[src/rtl/serial_twos_comp_n.sv]
// Bit-serial Mealy complementer: latches a WIDTH-bit operand and streams it LSB-first,
// producing pass, two's-complement, absolute value or one's-complement results.
module serial_twos_comp_n #(
  parameter int WIDTH = 8
) (
  input  logic             clk,
  input  logic             rst_n,
  input  logic             start,
  input  logic [1:0]       mode,
  input  logic [WIDTH-1:0] din,
  output logic             busy,
  output logic             done,
  output logic             sout,
  output logic             sout_valid,
  output logic [WIDTH-1:0] result,
  output logic             ovf
);

  localparam int CW = (WIDTH > 1) ? $clog2(WIDTH) : 1;

  localparam logic [1:0] MODE_PASS = 2'b00;
  localparam logic [1:0] MODE_NEG  = 2'b01;
  localparam logic [1:0] MODE_ABS  = 2'b10;
  localparam logic [1:0] MODE_INV  = 2'b11;

  localparam logic [WIDTH-1:0] MIN_VAL = {1'b1, {(WIDTH-1){1'b0}}};
  localparam logic [CW-1:0]    LAST_CNT = CW'(WIDTH - 1);

  typedef enum logic [1:0] {
    S_IDLE  = 2'b00,
    S_SHIFT = 2'b01,
    S_DONE  = 2'b10
  } state_t;

  state_t           r_state;
  logic [WIDTH-1:0] r_sr;
  logic [WIDTH-1:0] r_result;
  logic [CW-1:0]    r_cnt;
  logic [1:0]       r_mode;
  logic             r_neg;
  logic             r_flag;
  logic             r_ovf_pend;
  logic             r_ovf;
  logic             r_busy;
  logic             r_done;

  logic             w_sout;
  logic             w_accept;
  logic             w_neg_next;
  logic [WIDTH-1:0] w_sr_next;

  // The flag records whether a 1 has already passed; once set, a negating
  // operation inverts every remaining bit (copy-through-first-one rule).
  always_comb begin
    w_sout = 1'b0;
    if (r_state == S_SHIFT) begin
      if (r_mode == MODE_INV) w_sout = ~r_sr[0];
      else                    w_sout = r_sr[0] ^ (r_neg & r_flag);
    end
  end

  assign w_accept   = start && (r_state != S_SHIFT);
  assign w_neg_next = (mode == MODE_NEG) || ((mode == MODE_ABS) && din[WIDTH-1]);
  assign w_sr_next  = {w_sout, r_sr[WIDTH-1:1]};

  // NOTE: all state uses non-blocking assignments so every register samples
  // pre-edge values; blocking here would let later statements see updated values.
  always_ff @(posedge clk) begin
    if (!rst_n) begin
      r_state    <= S_IDLE;
      r_sr       <= '0;
      r_result   <= '0;
      r_cnt      <= '0;
      r_mode     <= MODE_PASS;
      r_neg      <= 1'b0;
      r_flag     <= 1'b0;
      r_ovf_pend <= 1'b0;
      r_ovf      <= 1'b0;
      r_busy     <= 1'b0;
      r_done     <= 1'b0;
    end else begin
      case (r_state)
        S_IDLE, S_DONE: begin
          r_done <= 1'b0;
          if (w_accept) begin
            r_state    <= S_SHIFT;
            r_busy     <= 1'b1;
            r_sr       <= din;
            r_mode     <= mode;
            r_neg      <= w_neg_next;
            r_flag     <= 1'b0;
            r_cnt      <= '0;
            r_ovf_pend <= ((mode == MODE_NEG) || (mode == MODE_ABS)) && (din == MIN_VAL);
          end else begin
            r_state <= S_IDLE;
            r_busy  <= 1'b0;
          end
        end

        S_SHIFT: begin
          r_flag <= r_flag | r_sr[0];
          r_sr   <= w_sr_next;
          r_cnt  <= r_cnt + 1'b1;
          if (r_cnt == LAST_CNT) begin
            r_result <= w_sr_next;
            r_ovf    <= r_ovf_pend;
            r_state  <= S_DONE;
            r_busy   <= 1'b0;
            r_done   <= 1'b1;
          end
        end

        default: begin
          r_state <= S_IDLE;
          r_busy  <= 1'b0;
          r_done  <= 1'b0;
        end
      endcase
    end
  end

  assign busy       = r_busy;
  assign done       = r_done;
  assign sout       = w_sout;
  assign sout_valid = r_busy;
  assign result     = r_result;
  assign ovf        = r_ovf;

endmodule

[config.mk]
export PLATFORM = sky130hd
export DESIGN_NAME = serial_twos_comp_n
export DESIGN_NICKNAME = d
export VERILOG_FILES = /design/src/rtl/serial_twos_comp_n.sv
export SDC_FILE = /design/constraint.sdc
export NUM_CORES = 1
export LEC_CHECK = 0
export BUFFER_PORTS_ARGS = -buffer_cell sky130_fd_sc_hd__buf_2
export CORE_MARGIN = 2
export CORE_UTILIZATION = 30
export CTS_CLUSTER_DIAMETER = 150
export CTS_CLUSTER_SIZE = 12
export DETAILED_ROUTE_END_ITERATION = 8
export SYNTH_ARGS = -nofsm -noshare
export SYNTH_HDL_FRONTEND = slang
export SYNTH_SLANG_ARGS = --single-unit
[constraint.sdc]
create_clock -name clk -period 2.8 [get_ports clk]
set_clock_uncertainty 0.2 [all_clocks]
set_input_delay 0.56 -clock clk [delete_from_list [all_inputs] [get_ports clk]]
set_output_delay 0.56 -clock clk [all_outputs]
set_load 0.01 [all_outputs]
==> out/metrics.cfg <==
[status]
status=finished, final reports clean

[detailed_routing]
via_count=1019
routed_wire_length_per_instance_microns=12.3
drt-pass1-iter-count=4
viasPerCell=4.85
initialDrtViolationCount=44
drc=0
wl_microns=2580
postRouteAntennaNets=0

[worst_setup_path]
crit_type=reg -> out
worstPathRequired_ns=2.04
startpoint_type=flip-flop
critical_path_peak_fanout=13
worst_ep_arrival_time_ns=1.37
crit_path_end_kind=output pin

[clock_tree]
cts.repair.resized=0
clock_sink_count=29
root_buffer=clkbuf_8
ctsHoldBuffers=0
clockBufferDepth=2
clock_latency_ns=0.28
cts_setup_buffers=0
h-tree-depth=2
cts_tree=yes
clk_pin_slew_ns=0.06
numCtsBuffers=5

[yosys]
synthTopCellsByArea=dfxtp_1 (48%), a21oi_1 (10%), nand3_1 (7.9%)
synth_area_sq_um=1210
synth_warnings=0
syn_area_per_cell_sq_um=8.74
ys_ff_latch=29
yosys.area.top_type=dfxtp_1
synth_cell_types=27
yosysMostFrequentCell=dfxtp_1
synthCells=138
ys_seq_area_share_pct=48.1
synth_fp_nets=155
async_flop_share_pct=0
yosys_most_used_dff=dfxtp_1
synthDominantCellAreaShare_pct=48.1
synth_edf_count=0
netlist_top_cells_count=dfxtp_1 (29), a21oi_1 (25), nand3_1 (19)

[timing]
setup-violations-final=0
drv_slew=0
fin_crit_ns=2.13
setup_ws_ns=0.666
fin_tns_setup_ns=0
rsz0062_at_grt=false
max_freq_ghz=0.469
hold_violations=0
max_slew_margin_pct=54.6
tightest_slew_ns=0.682
period_share_pct=76.2

[global_routing]
track_usage_pct=13.0
grt_max_degree=29
grt_overflow=0
grt_pass1_wl_microns=4230
grt_pass1_vias=907
antenna_found_initial=0

[floorplan]
die_y_microns=67.4
boundaryPins=26
start_util_pct=30.6
fp-row-count=23
coreArea_sq_um=3940
die_w_microns=67.4
die-area_sq_um=4540

[finish]
num_antenna_cells=0
fin_nets=176
final-seq-area_sq_um=581
syn_to_final_growth_pct=17.9
final.fill_count=407
drive_above_1_share_pct=21.9
multi_input_area_sq_um=542

[placement]
port_buffers=25
dp_hpwl_microns=1780
pre_cts_slack_ns=0.894
place.gp.congestion=0.762

[pwr]
power.density_nw_per_um2=630
p_leak_nw=0.572
vdd_ir_drop_max_mv=0.271

[worst_hold_path]
min_path_type=reg -> reg

[run]
max-cap-violations=0

layer usage:
metal	GRT usage (%)	wire length (microns)	share of wire (%)	vias up
li1	-	-	-	531
met1	17.1	1290	50	460
met2	17.7	1090	42	22
met3	5.17	127	4.9	6
met4	7.65	72	2.8	0
met5	0	0	0	-
kinds of logic after synthesis:
family / share of synthesized area, %
xor gates and xnor gates: 0.726
DFF: 48.1
adders and majority gates: 4.15
and+or+nand+nor: 21.8
AOI/OAI and AO/OA: 18.3
buffers and inverters: 6.95
layout make-up:
| class | instances | area share (%) |
|---|---|---|
| tap | 50 | 4.40 |
| inverter | 3 | 0.792 |
| timing repair buffer | 25 | 8.80 |
| clock inverter | 1 | 0.352 |
| sequential | 29 | 40.8 |
| multi-input combinational | 95 | 38.1 |
| clock buffer | 7 | 6.77 |
power breakdown:
part	internal, mW	switching [mW]
combinational	0.0275	0.0493
sequential	0.429	0.0121
clock	0.222	0.156
total	0.678	0.218
worst max-delay path, cell delays in order (launching register included):
cell and delay [ns]:
dfxtp_1 0.41, nand2b_1 0.33, nor2_1 0.20, buf_2 0.15
per-stage QoR:
| stage | total power [mW] | instances | util, % | instance area, sq um | hold slack [ns] |
|---|---|---|---|---|---|
| floorplan | 0.509 | 138 | - | 1210 | 0.232 |
| global placement | 0.527 | 202 | 33.5 | 1320 | 0.248 |
| detailed placement | 0.527 | 202 | 33.5 | 1320 | 0.247 |
| CTS | 0.909 | 210 | 36.1 | 1420 | 0.255 |
| global route | 0.937 | 210 | 36.1 | 1420 | 0.269 |
| finish | 0.896 | 210 | 36.1 | 1420 | 0.252 |
layout by cell type (no fill, tap or decap), types with 3 or more instances in the layout:
| cell | n |
|---|---|
| buf_2 | 25 |
| nor2_1 | 5 |
| a21oi_1 | 25 |
| clkbuf_8 | 7 |
| dfxtp_1 | 29 |
| a22oi_1 | 8 |
| nand2b_1 | 3 |
| nand3_1 | 19 |
| ha_1 | 4 |
| nand2_1 | 15 |
flip-flops by register name, indices dropped and copies added, names as in the netlist:
register and count:
r_sr 8, result 8, r_cnt 3, r_mode 2, r_state 2, busy 1, done 1, ovf 1
r_flag 1, r_neg 1, r_ovf_pend 1
worst paths after layout:
kind | endpoint | cells after the start | slack, ns | start
worst max-delay path | sout | 3 | 0.67 | r_state[0]$_SDFFE_PN0P_
worst max register to register | result[7]$_SDFFE_PN0P_ | 5 | 0.90 | r_cnt[0]$_SDFFE_PN0P_
worst min register to register | result[2]$_SDFFE_PN0P_ | 2 | 0.25 | result[2]$_SDFFE_PN0P_
worst min-delay path | result[2]$_SDFFE_PN0P_ | 2 | 0.25 | result[2]$_SDFFE_PN0P_
No activity file was read; power rests on OpenSTA's default activity.
